--- src/rtl/accel_pkg.sv ---
// Shared accelerator definitions: default widths, pooling window, unpool
// mode encodings and the unpool FSM states.
package accel_pkg;

   localparam int ACCEL_DATA_W = 8;
   localparam int POOL_WINDOW  = 4;

   typedef enum logic {
      UNPOOL_REPLICATE = 1'b0,
      UNPOOL_DIVIDE    = 1'b1
   } unpool_mode_e;

   typedef enum logic {
      IDLE = 1'b0,
      EMIT = 1'b1
   } unpool_state_e;

endpackage

--- src/rtl/unpool_beat_counter.sv ---
// Modulo-WINDOW beat counter for unpooling units; only clear/increment move it,
// so it never wraps on its own.
module unpool_beat_counter #(
   parameter int WINDOW = 4
) (
   input  logic clk,
   input  logic rst,
   input  logic clear,
   input  logic incr,
   output logic is_last
);

   localparam int CW = $clog2(WINDOW);
   localparam logic [CW-1:0] LAST_IDX = CW'(WINDOW - 1);

   logic [CW-1:0] count_q, count_d;

   // NOTE: every signal written in always_comb gets a default first, so no latch is inferred.
   always_comb begin
      count_d = count_q;
      if (clear) begin
         count_d = '0;
      end else if (incr) begin
         count_d = count_q + CW'(1);
      end
   end

   // NOTE: sequential state uses non-blocking assignments so all flops update together.
   always_ff @(posedge clk) begin
      if (rst) begin
         count_q <= '0;
      end else begin
         count_q <= count_d;
      end
   end

   assign is_last = (count_q == LAST_IDX);

endmodule

--- src/rtl/avg_unpool_unit.sv ---
// Average-unpool: expands each accepted pooled sample into WINDOW output beats,
// either replicated or divided by WINDOW, with back-to-back window reload.
module avg_unpool_unit
   import accel_pkg::*;
#(
   parameter int DATA_W = ACCEL_DATA_W,
   parameter int WINDOW = POOL_WINDOW,
   parameter int MODE   = 1
) (
   input  logic              clk,
   input  logic              rst,
   input  logic              enable,
   input  logic              in_valid,
   output logic              in_ready,
   input  logic [DATA_W-1:0] in_data,
   output logic              out_valid,
   input  logic              out_ready,
   output logic [DATA_W-1:0] out_data,
   output logic              out_last,
   output logic              busy
);

   localparam int SHIFT = $clog2(WINDOW);

   unpool_state_e     state_q, state_d;
   logic [DATA_W-1:0] hold_q, hold_d;
   logic [DATA_W-1:0] unpool_val;
   logic              cnt_clear, cnt_incr, cnt_last;
   logic              out_xfer, last_xfer, accept;

   assign out_valid = (state_q == EMIT);
   assign busy      = out_valid;
   assign out_last  = out_valid & cnt_last;
   assign out_data  = hold_q;

   assign out_xfer  = out_valid & out_ready;
   assign last_xfer = out_xfer & cnt_last;
   // In EMIT a new sample can only slip in on the final beat, giving 1 beat/cycle.
   assign in_ready  = ~rst & enable & ((state_q == IDLE) | last_xfer);
   assign accept    = in_valid & in_ready;

   // Arithmetic shift rounds toward -inf, matching the pooled-gradient convention.
   always_comb begin
      if (MODE == int'(UNPOOL_DIVIDE)) begin
         unpool_val = $signed(in_data) >>> SHIFT;
      end else begin
         unpool_val = in_data;
      end
   end

   always_comb begin
      state_d   = state_q;
      hold_d    = hold_q;
      cnt_clear = 1'b0;
      cnt_incr  = 1'b0;
      if (accept) begin
         state_d   = EMIT;
         hold_d    = unpool_val;
         cnt_clear = 1'b1;
      end else if (last_xfer) begin
         state_d   = IDLE;
         cnt_clear = 1'b1;
      end else if (out_xfer) begin
         cnt_incr  = 1'b1;
      end
   end

   always_ff @(posedge clk) begin
      if (rst) begin
         state_q <= IDLE;
         hold_q  <= '0;
      end else begin
         state_q <= state_d;
         hold_q  <= hold_d;
      end
   end

   unpool_beat_counter #(
      .WINDOW (WINDOW)
   ) u_beat_counter (
      .clk     (clk),
      .rst     (rst),
      .clear   (cnt_clear),
      .incr    (cnt_incr),
      .is_last (cnt_last)
   );

endmodule

--- config.mk ---
export PLATFORM = sky130hd
export DESIGN_NAME = avg_unpool_unit
export DESIGN_NICKNAME = d
export VERILOG_FILES = /design/src/rtl/accel_pkg.sv /design/src/rtl/unpool_beat_counter.sv /design/src/rtl/avg_unpool_unit.sv
export SDC_FILE = /design/constraint.sdc
export NUM_CORES = 1
export LEC_CHECK = 0
export CAP_MARGIN = 20
export CORE_AREA = 2 2 39 41
export CTS_BUF_LIST = sky130_fd_sc_hd__clkbuf_8
export CTS_CLUSTER_SIZE = 28
export DETAILED_ROUTE_END_ITERATION = 6
export DIE_AREA = 0 0 41 43
export HOLD_SLACK_MARGIN = 0.05
export PLACE_DENSITY_LB_ADDON = 0.2
export SYNTH_ARGS = -nofsm -noshare
export SYNTH_HDL_FRONTEND = slang
export SYNTH_SLANG_ARGS = --single-unit
--- constraint.sdc ---
create_clock -name clk -period 1.15 [get_ports clk]
set_input_delay 0.115 -clock clk [delete_from_list [all_inputs] [get_ports clk]]
set_output_delay 0.115 -clock clk [all_outputs]
set_load 0.05 [all_outputs]
# Word-level counts from Yosys, hierarchy flattened
# Index checks and enable logic that the tools add are counted.
# totals
regBits	9
inputBits	13
out_inout_bits	12
elab_cells	23
# classes
add_sub_neg	1
n_eq_ne	1
mux	7
bitwise	9
n_reduce_logical	2
# op_table
op	count
2-to-1 mux 1 bit	7
AND 1 bit	6
adder 2 x 1 -> 2 bit, second input constant	1
equality test 2 bit, second input constant	1
NOT 1 bit	2
nonzero test 2 bit	1
OR reduction 2 bit	1
OR 1 bit	1

# Logic depth before layout (Yosys ltp)
# Gate-level depths: netlist (run 1).
# depth
word_depth	7
ltp_mapped	4
mapped_depth_nobuf	4

# Cells and area by module
# A second synthesis (run 1) with hierarchy kept.
# hier_totals
cells_unflattened	38
hier_area_um2	444.2
# by_module_without_submodules
mod	instances	cells_per_inst	area_per_inst_um2	seq_area_each_um2
avg_unpool_unit	1	31	352.8	140.1
unpool_beat_counter	1	7	91.3	40.0

# Worst setup path before layout (run 1)
# OpenSTA, ideal clock, no wires.
# synth_path
kind	flip-flop to output port
from	register state_q, in the netlist busy
to	output port in_ready
arrival_ns	1.375
required_ns	1.035
setup_slack_ns	-0.340
path_stages_with_launch	3
path_buffers	0
path_cell_list	dfxtp_1 > a21bo_1 > and3_1
# synth_between
elab_chain_len	4
elab_cells_between_ends	5
cone_classes	bitwise: 5
# synth_rtl
item	line	rtl
start, declared	avg_unpool_unit.sv:25	unpool_state_e state_q, state_d;
start signal, assigned	avg_unpool_unit.sv:73	state_q <= state_d;
AND 1 bit	avg_unpool_unit.sv:36	assign out_xfer = out_valid & out_ready;
AND 1 bit	avg_unpool_unit.sv:37	assign last_xfer = out_xfer & cnt_last;
OR 1 bit (*)	avg_unpool_unit.sv:39	assign in_ready = ~rst & enable & ((state_q == IDLE) | last_xfer);
AND 1 bit (*)	avg_unpool_unit.sv:39	
end, declared	avg_unpool_unit.sv:14	output logic in_ready,
# Every way passes the cells marked *; elsewhere a longest branch is shown, timed or not.

# Final worst setup path (run 1)
# layout_path
from	register u_beat_counter.count_q[1]
to	output port in_ready
# layout_between
elab_chain_len	4
# layout_rtl
item	line	rtl
start, declared	unpool_beat_counter.sv:16	logic [CW-1:0] count_q, count_d;
start signal, assigned	unpool_beat_counter.sv:33	count_q <= count_d;
equality test 2 bit	unpool_beat_counter.sv:37	assign is_last = (count_q == LAST_IDX);
AND 1 bit	avg_unpool_unit.sv:37	
OR 1 bit	avg_unpool_unit.sv:39	
AND 1 bit	avg_unpool_unit.sv:39	
# Every way passes these cells.

==> metrics.md, run 1 <==
| Metric | Value |
|---|---|
| IO Port Bufs | 22 |
| Switching share of power | 27.7% |
| Core area | 1380 sq um |
| Synth unique cells | 19 |
| Maximum number of pins on one net before global-route repair | 9 |
| Critical Path Max Stage Delay | 0.33 ns |
| FF-to-FF setup slack | -0.10 ns |
| DRT Wirelength | 1.18 mm |
| Status | finished, violations left |
| Placed cell areas | 835 sq um |
| Synthesized area per cell | 9.05 sq um |
| Most common cell in the netlist | dfxtp_1 |
| IO Pins | 25 |
| Syn. warnings | 0 |
| Period utilisation layout | 117% |
| Internal power | 0.711 mW |
| Vias/cell | 4.88 |
| Post-synthesis cell count | 48 |
| Final hold violations | 0 |
| Crit Path Class | flop to output pin |
| Area share of and/or/nand/nor cells after synthesis | 26.8% |
| Cts hold-fix bufs | 0 |
| M1 WL | 467 um |
| Worst-Skew Late Latency | 0.23 ns |
| Syn Nets | 62 |
| CP bufs+invs | 1 |
| Sequential share of the synthesized area | 41.5% |
| First-pass GRT wire length | 2.15 mm |
| Critical Path RT | 1.03 ns |
| First DRT Iteration DRCs | 4 |
| Via count | 468 |
| Leakage | 0.411 nW |
| Final Setup Violations | 6 |
| Grt total ovfl | 0 |
| Most common library cells after synthesis | dfxtp_1, nand2_1, nand3_1, o211ai_1, buf_4 |
| GPL Wtd Cong | 0.676 |
| Placement Setup Slack | -0.180 ns |
| Initial antenna violation count | 0 |
| Arr. time, crit path | 1.23 ns |
| Remaining DRCs | 0 |
| Proportion of power drawn by the clock network | 36.0% |
| Multiplexer area fraction after synthesis | 2.31% |
| Crit path max fanout | 2 |
| Max-cap violations | 0 |
| Max Fclk | 0.742 GHz |
| Yosys top cell area share | 41.5% |
| Net Sw Power | 0.273 mW |
| Ant. Diodes | 0 |
| Initial cell density of the core | 31.4% |
| Finished Cell Area | 922 sq um |
| Family with the most delay on the worst path | flip-flops |
| Xor-xnor portion of the synthesized cell area | 0% |
| DR pass1 iterations | 4 |
| Cts bufs inserted | 3 |
| Skew final | 0.000645 ns |
| Sequential power share | 35.2% |
| PwrDens | 1070 nW/um^2 |
| Layout area overhead | 112% |
| CTS clk-pin slew, worst paths | 0.04 ns |
| Element type at the critical path start | flop |
| Root Buffer Master | clkbuf_8 |
| CTS tree | built |
| Vias in the first global route | 497 |
| VDD IR max | 0.000762 V |
| Violated checks | setup timing |
| Most used DFF post-synth | dfxtp_1 |
| Crit. End Element | output pin |
| Die Ht | 43 um |
| Met2 wire length | 590 um |
| Slew Viols, Final | 0 |
| DR WL/cell | 12.3 um |
| Setup ws final | -0.198 ns |
| Relative slew margins | 78.5% |
| Ys async rst share | 0% |
| Share of layout cells above drive strength 1 | 43.8% |
| Crit-path slowest cell | dfxtp_2 |
| GRT Overall Usage | 18.2% |
| Largest family of logic cells by synthesized area | simple AND/OR/NAND/NOR gates |
| Tightest Hold Check Type | primary input to flop |
| H-tree depth | 1 |
| Number of synthesized flops with an enable pin | 0 |
| Largest cells by area after synthesis | dfxtp_1, o211ai_1, nand3_1, nand2_1, buf_4 |
| Nets@finish | 95 |
| Post-synthesis compound-gate area fraction | 19.3% |
| Synth Area in Adders | 2.88% |
| Synthesized cell area | 434 sq um |
| CTS sink cnt | 9 |
| Met3 WL | 78 um |
| Minimum clock period | 1.35 ns |
| Uppermost layer routed | met4 |
| Unrepaired setup endpoints after global routing | yes |
| Final Power | 0.984 mW |
| Die W | 41 um |
| Comb power frac | 28.8% |
| Post-synth top area cell | dfxtp_1 |
| Rows | 14 |
| Detailed placement HPWL | 864 um |
| Clk buf depth | 2 |
| #FFs+latches synth | 9 |
| Tightest Pin Transition | 0.322 ns |
| Die area | 1760 sq um |
| DRT antenna net count | 0 |
| Critical path, cell by cell | ha_4 -> a21bo_4 -> and3_4 -> buf_12 |
[state kept, by name, indices dropped and copies added (netlist names)]
register,count
out_data,6
u_beat_counter.count_q,2
busy,1
[kinds of logic (layout without fill, tap and decap cells)]
kind of cell             after synthesis  count (layout)
AND/OR/NAND/NOR                       22              22
flip-flops                             9               9
buffers and inverters                  5              37
multiplexers                           1               1
adder cells (fa/ha/maj)                1               1
AO/OA/AOI/OAI                         10              10
[final timing paths]
path / start / endpoint / cells after the start
hold reg to reg: out_data[1] / out_data[1] / 2
setup reg to reg: u_beat_counter.count_q[1] / u_beat_counter.count_q[1] / 6
setup / recovery: u_beat_counter.count_q[1] / in_ready / 4
hold / removal: in_data[7] / out_data[5] / 3
[metal layers]
layer	vias to the layer above	GRT usage, %
li1	233	-
met1	209	23.3
met2	21	25.6
met3	5	4.19
met4	0	12.7
met5	-	0
[metrics by stage]
step	utilization, %	TNS (ns)	hold slack, ns	instances
floorplan	-	0	0.177	48
global placement	60.3	-0.862	0.524	89
detailed placement	60.3	-1.23	0.525	89
CTS	65.6	-0.480	0.428	95
global route	66.6	-1.08	0.451	96
finish	66.6	-0.450	0.432	96
[worst reg2reg max path, delay by kind of cell (launching register included)]
family,cells,cell delay [ns]
AO/OA/AOI/OAI,1,0.04
adder cells (fa/ha/maj),1,0.16
buffers and inverters,2,0.27
flip-flops,1,0.33
AND/OR/NAND/NOR,2,0.36
[what timing repair did]
item / 4_1_cts / 5_1_grt
buffers inserted: 2 / 1
gates resized for setup: 4 / 2
pin swaps: 3 / 5
setup endpoints to repair: 9 / 10
hold endpoints to repair: 0 / 0
[cells in the final DEF (no fill, tap or decap), drive strengths merged]
cell type      synthesis  layout
clkbuf                 0       3
dfxtp                  9       9
mux2i                  1       1
a21boi                 1       1
o211ai                 6       6
and2                   1       1
clkdlybuf4s50          0      10
nor2                   1       1
buf                    4      22
and3                   1       1
nand3                  6       6
a21oi                  2       2
and3b                  1       1
nand2                  8       8
ha                     1       1
nor3                   3       3
a21bo                  1       1
and4b                  1       1
inv                    1       2
[power groups by stage]
stage / clock (mW) / combinational, mW / sequential [mW]
final: 0.354 / 0.283 / 0.347
after global routing: 0.377 / 0.300 / 0.348
after CTS: 0.363 / 0.279 / 0.347
after detailed placement: 0 / 0.273 / 0.351
after global placement: 0 / 0.271 / 0.351
after floorplan: 0 / 0.0833 / 0.389
[area by class of cell]
type                       count  area [sq um]
fill                         114           462
timing repair buffer          32           419
multi-input combinational     34           250
sequential                     9           184
clock buffer                   3          41.3
tap                           16          20.0
clock inverter                 1          3.75
inverter                       1          3.75
Power figures use the tool's default switching activity.
==> run 2, diff against run 1 <==
--- a/config.mk
+++ b/config.mk
@@ -6,11 +6,11 @@
 export NUM_CORES = 1
 export LEC_CHECK = 0
 export CAP_MARGIN = 20
-export CORE_AREA = 2 2 39 41
+export CORE_UTILIZATION = 25
 export CTS_BUF_LIST = sky130_fd_sc_hd__clkbuf_8
 export CTS_CLUSTER_SIZE = 28
 export DETAILED_ROUTE_END_ITERATION = 6
-export DIE_AREA = 0 0 41 43
+export DONT_BUFFER_PORTS = 1
 export HOLD_SLACK_MARGIN = 0.05
 export PLACE_DENSITY_LB_ADDON = 0.2
 export SYNTH_ARGS = -nofsm -noshare
==> run 2 against run 1 <==
Against the previous run:
- the run ends with DRC, setup timing left
- global-route usage shrank 5.2 points
- final cell count shrank 14%
- clock power grew 4%
- design area shrank 26%
- register-to-register slack gained 0.03 ns
- routed wire length shrank 14%
- largest cell class is now multi-input combinational cells
- highest routed layer unchanged
==> metrics.md, run 2 (synthesized netlist as in run 1, its figures left out) <==
| Metric | Value |
|---|---|
| DR WL/cell | 12.3 um (about the same) |
| GRT Overall Usage | 13.0% (was 18.2%) |
| PwrDens | 1320 nW/um^2 (was 1070 nW/um^2) |
| Worst r2r dst | out_data[2] (was u_beat_counter.count_q[1]) |
| Unrepaired setup endpoints after global routing | yes (unchanged) |
| CTS clk-pin slew, worst paths | 0.05 ns (was 0.04 ns) |
| Skew final | 0.00337 ns (was 0.000645 ns) |
| Rows | 14 (unchanged) |
| Final hold violations | 0 (unchanged) |
| Crit. End Element | output pin (unchanged) |
| Max-cap violations | 0 (unchanged) |
| HP Start | rst (was in_data[7]) |
| Sequential power share | 38.1% (was 35.2%) |
| CTS tree | built (unchanged) |
| Comb power frac | 20.8% (was 28.8%) |
| Tightest Hold Check Type | primary input to flop (unchanged) |
| Nets@finish | 82 (was 95) |
| Ant. Diodes | 0 (unchanged) |
| Initial antenna violation count | 0 (unchanged) |
| CTS sink cnt | 9 (unchanged) |
| Critical Path RT | 1.03 ns (about the same) |
| Proportion of power drawn by the clock network | 41.1% (was 36.0%) |
| Setup TNS | -0.435 ns (was -0.450 ns) |
| VDD IR max | 0.000627 V (was 0.000762 V) |
| Worst-Skew Late Latency | 0.23 ns (about the same) |
| Detailed placement HPWL | 670 um (was 864 um) |
| Violated checks | DRC, setup timing (was setup timing) |
| DR pass1 iterations | 6 (was 4) |
| Final Setup Violations | 9 (was 6) |
| Hold Path Cell Cnt | 2 (was 3) |
| Most frequent cells in the layout | buf_4, nand2_1, dlygate4sd3_1 (was buf_12, clkdlybuf4s50_1, buf_4) |
| Max Fclk | 0.780 GHz (was 0.742 GHz) |
| Vias in the first global route | 403 (was 497) |
| Core area | 1560 sq um (was 1380 sq um) |
| WHS Endpoint | u_beat_counter.count_q[1] (was out_data[5]) |
| IO Pins | 25 (unchanged) |
| Initial cell density of the core | 27.8% (was 31.4%) |
| DRT Wirelength | 1.02 mm (was 1.18 mm) |
| Placed cells | 70 (was 89) |
| Cts bufs inserted | 3 (unchanged) |
| First DRT Iteration DRCs | 6 (was 4) |
| Arr. time, crit path | 1.17 ns (was 1.23 ns) |
| Grt total ovfl | 0 (unchanged) |
| Die W | 43.7 um (was 41 um) |
| Leakage | 0.309 nW (was 0.411 nW) |
| Net Sw Power | 0.259 mW (was 0.273 mW) |
| DRT antenna net count | 0 (unchanged) |
| Internal power | 0.635 mW (was 0.711 mW) |
| Period utilisation layout | 112% (was 117%) |
| Status | finished, violations left (unchanged) |
| Crit path max fanout | 4 (was 2) |
| Root Buffer Master | clkbuf_8 (unchanged) |
| Crit Path Class | flop to output pin (unchanged) |
| Minimum clock period | 1.28 ns (was 1.35 ns) |
| Remaining DRCs | 2 (was 0) |
| Setup ws final | -0.133 ns (was -0.198 ns) |
| Relative slew margins | 78.7% (was 78.5%) |
| First-pass GRT wire length | 1.70 mm (was 2.15 mm) |
| Via count | 408 (was 468) |
| Placed cell areas | 529 sq um (was 835 sq um) |
| Die area | 1910 sq um (was 1760 sq um) |
| Share of layout cells above drive strength 1 | 38.8% (was 43.8%) |
| Switching share of power | 28.9% (was 27.7%) |
| FF-to-FF setup slack | -0.07 ns (was -0.10 ns) |
| Layout area overhead | 56.2% (was 112%) |
| GPL Wtd Cong | 0.632 (was 0.676) |
| Slew Viols, Final | 0 (unchanged) |
| Element type at the critical path start | flop (unchanged) |
| Number of flip-flops in the largest register | 6 (unchanged) |
| FF-to-FF Start | u_beat_counter.count_q[0] (was u_beat_counter.count_q[1]) |
| IO Port Bufs | 0 (was 22) |
| Cells on worst reg2reg path | 6 (unchanged) |
| Maximum number of pins on one net before global-route repair | 9 (unchanged) |
| Hold WS | 0.0585 ns (was 0.432 ns) |
| H-tree depth | 1 (unchanged) |
| Die Ht | 43.7 um (was 43 um) |
| Tightest Pin Transition | 0.319 ns (was 0.322 ns) |
| Clk buf depth | 2 (unchanged) |
| Most common cell after layout, fill and taps aside | buf_4 (was buf_12) |
| Vias/cell | 4.92 (was 4.88) |
| Final Non-Filler Cells | 83 (was 96) |
| Finished Cell Area | 678 sq um (was 922 sq um) |
run 2: changes by cell type in the layout (fill, tap and decap cells not counted):
cell and change:
nor2_2 -1, dlygate4sd3_1 +7, inv_1 -1, buf_6 -1, buf_4 +2, buf_12 -11, clkinv_2 +1, clkdlybuf4s50_1 -10
a21oi_2 +1, a21oi_1 -1, nor2_1 +1
run 2: worst max-delay path by stage:
stage / slack [ns] / depth (start not counted) / from / to
final: -0.13 / 3 / u_beat_counter.count_q[0] / in_ready
after global routing: -0.17 / 3 / u_beat_counter.count_q[0] / in_ready
after CTS: -0.17 / 3 / u_beat_counter.count_q[0] / in_ready
after detailed placement: -0.005 / 3 / u_beat_counter.count_q[0] / in_ready
after global placement: -0.007 / 3 / u_beat_counter.count_q[0] / in_ready
after floorplan: 0.01 / 2 / busy / in_ready
run 2: power by group through the flow:
| stage | Sequential [mW] | Combinational (mW) | Clock (mW) |
|---|---|---|---|
| finish | 0.341 | 0.186 | 0.367 |
| global route | 0.342 | 0.198 | 0.394 |
| CTS | 0.341 | 0.185 | 0.381 |
| detailed placement | 0.345 | 0.161 | 0 |
| global placement | 0.345 | 0.161 | 0 |
| floorplan | 0.389 | 0.0833 | 0 |
run 2: worst max-delay path: stages (launching register included):
cell and delay [ns]:
dfxtp_2 0.33, ha_4 0.17, a21bo_4 0.21, and3_4 0.22
run 2: final cells by class:
type | instances | area (sq um)
clock buffers | 3 | 41.3
multi-input cells | 34 | 251
repair buffers | 19 | 173
clock inverters | 1 | 5.00
well taps | 16 | 20.0
fillers | 166 | 881
inverters | 1 | 3.75
flip-flops and latches | 9 | 184
run 2: timing repair:
| item | CTS | global route |
|---|---|---|
| pin swaps | 3 | 7 |
| gates resized for setup | 4 | 1 |
| setup buffers | 1 | 1 |
| hold endpoints to repair | 9 | 0 |
| endpoints found under the setup margin | 5 | 8 |
| gates cloned | 0 | 0 |
| hold buffers | 7 | 0 |
run 2: routing by layer:
| layer | vias to the layer above | part of all wire (%) | global-route usage (%) |
|---|---|---|---|
| li1 | 209 | - | - |
| met3 | 4 | 7.0 | 3.75 |
| met1 | 177 | 45 | 17.2 |
| met5 | - | 0 | 0 |
| met2 | 18 | 44 | 17.0 |
| met4 | 0 | 3.3 | 11.3 |
run 2: metrics by stage:
step	power (mW)	setup WS, ns	util (%)
finish	0.894	-0.133	43.5
global placement	0.506	-0.00747	33.9
detailed placement	0.506	-0.00501	33.9
global route	0.935	-0.166	43.5
floorplan	0.472	0.00998	-
CTS	0.906	-0.167	42.8
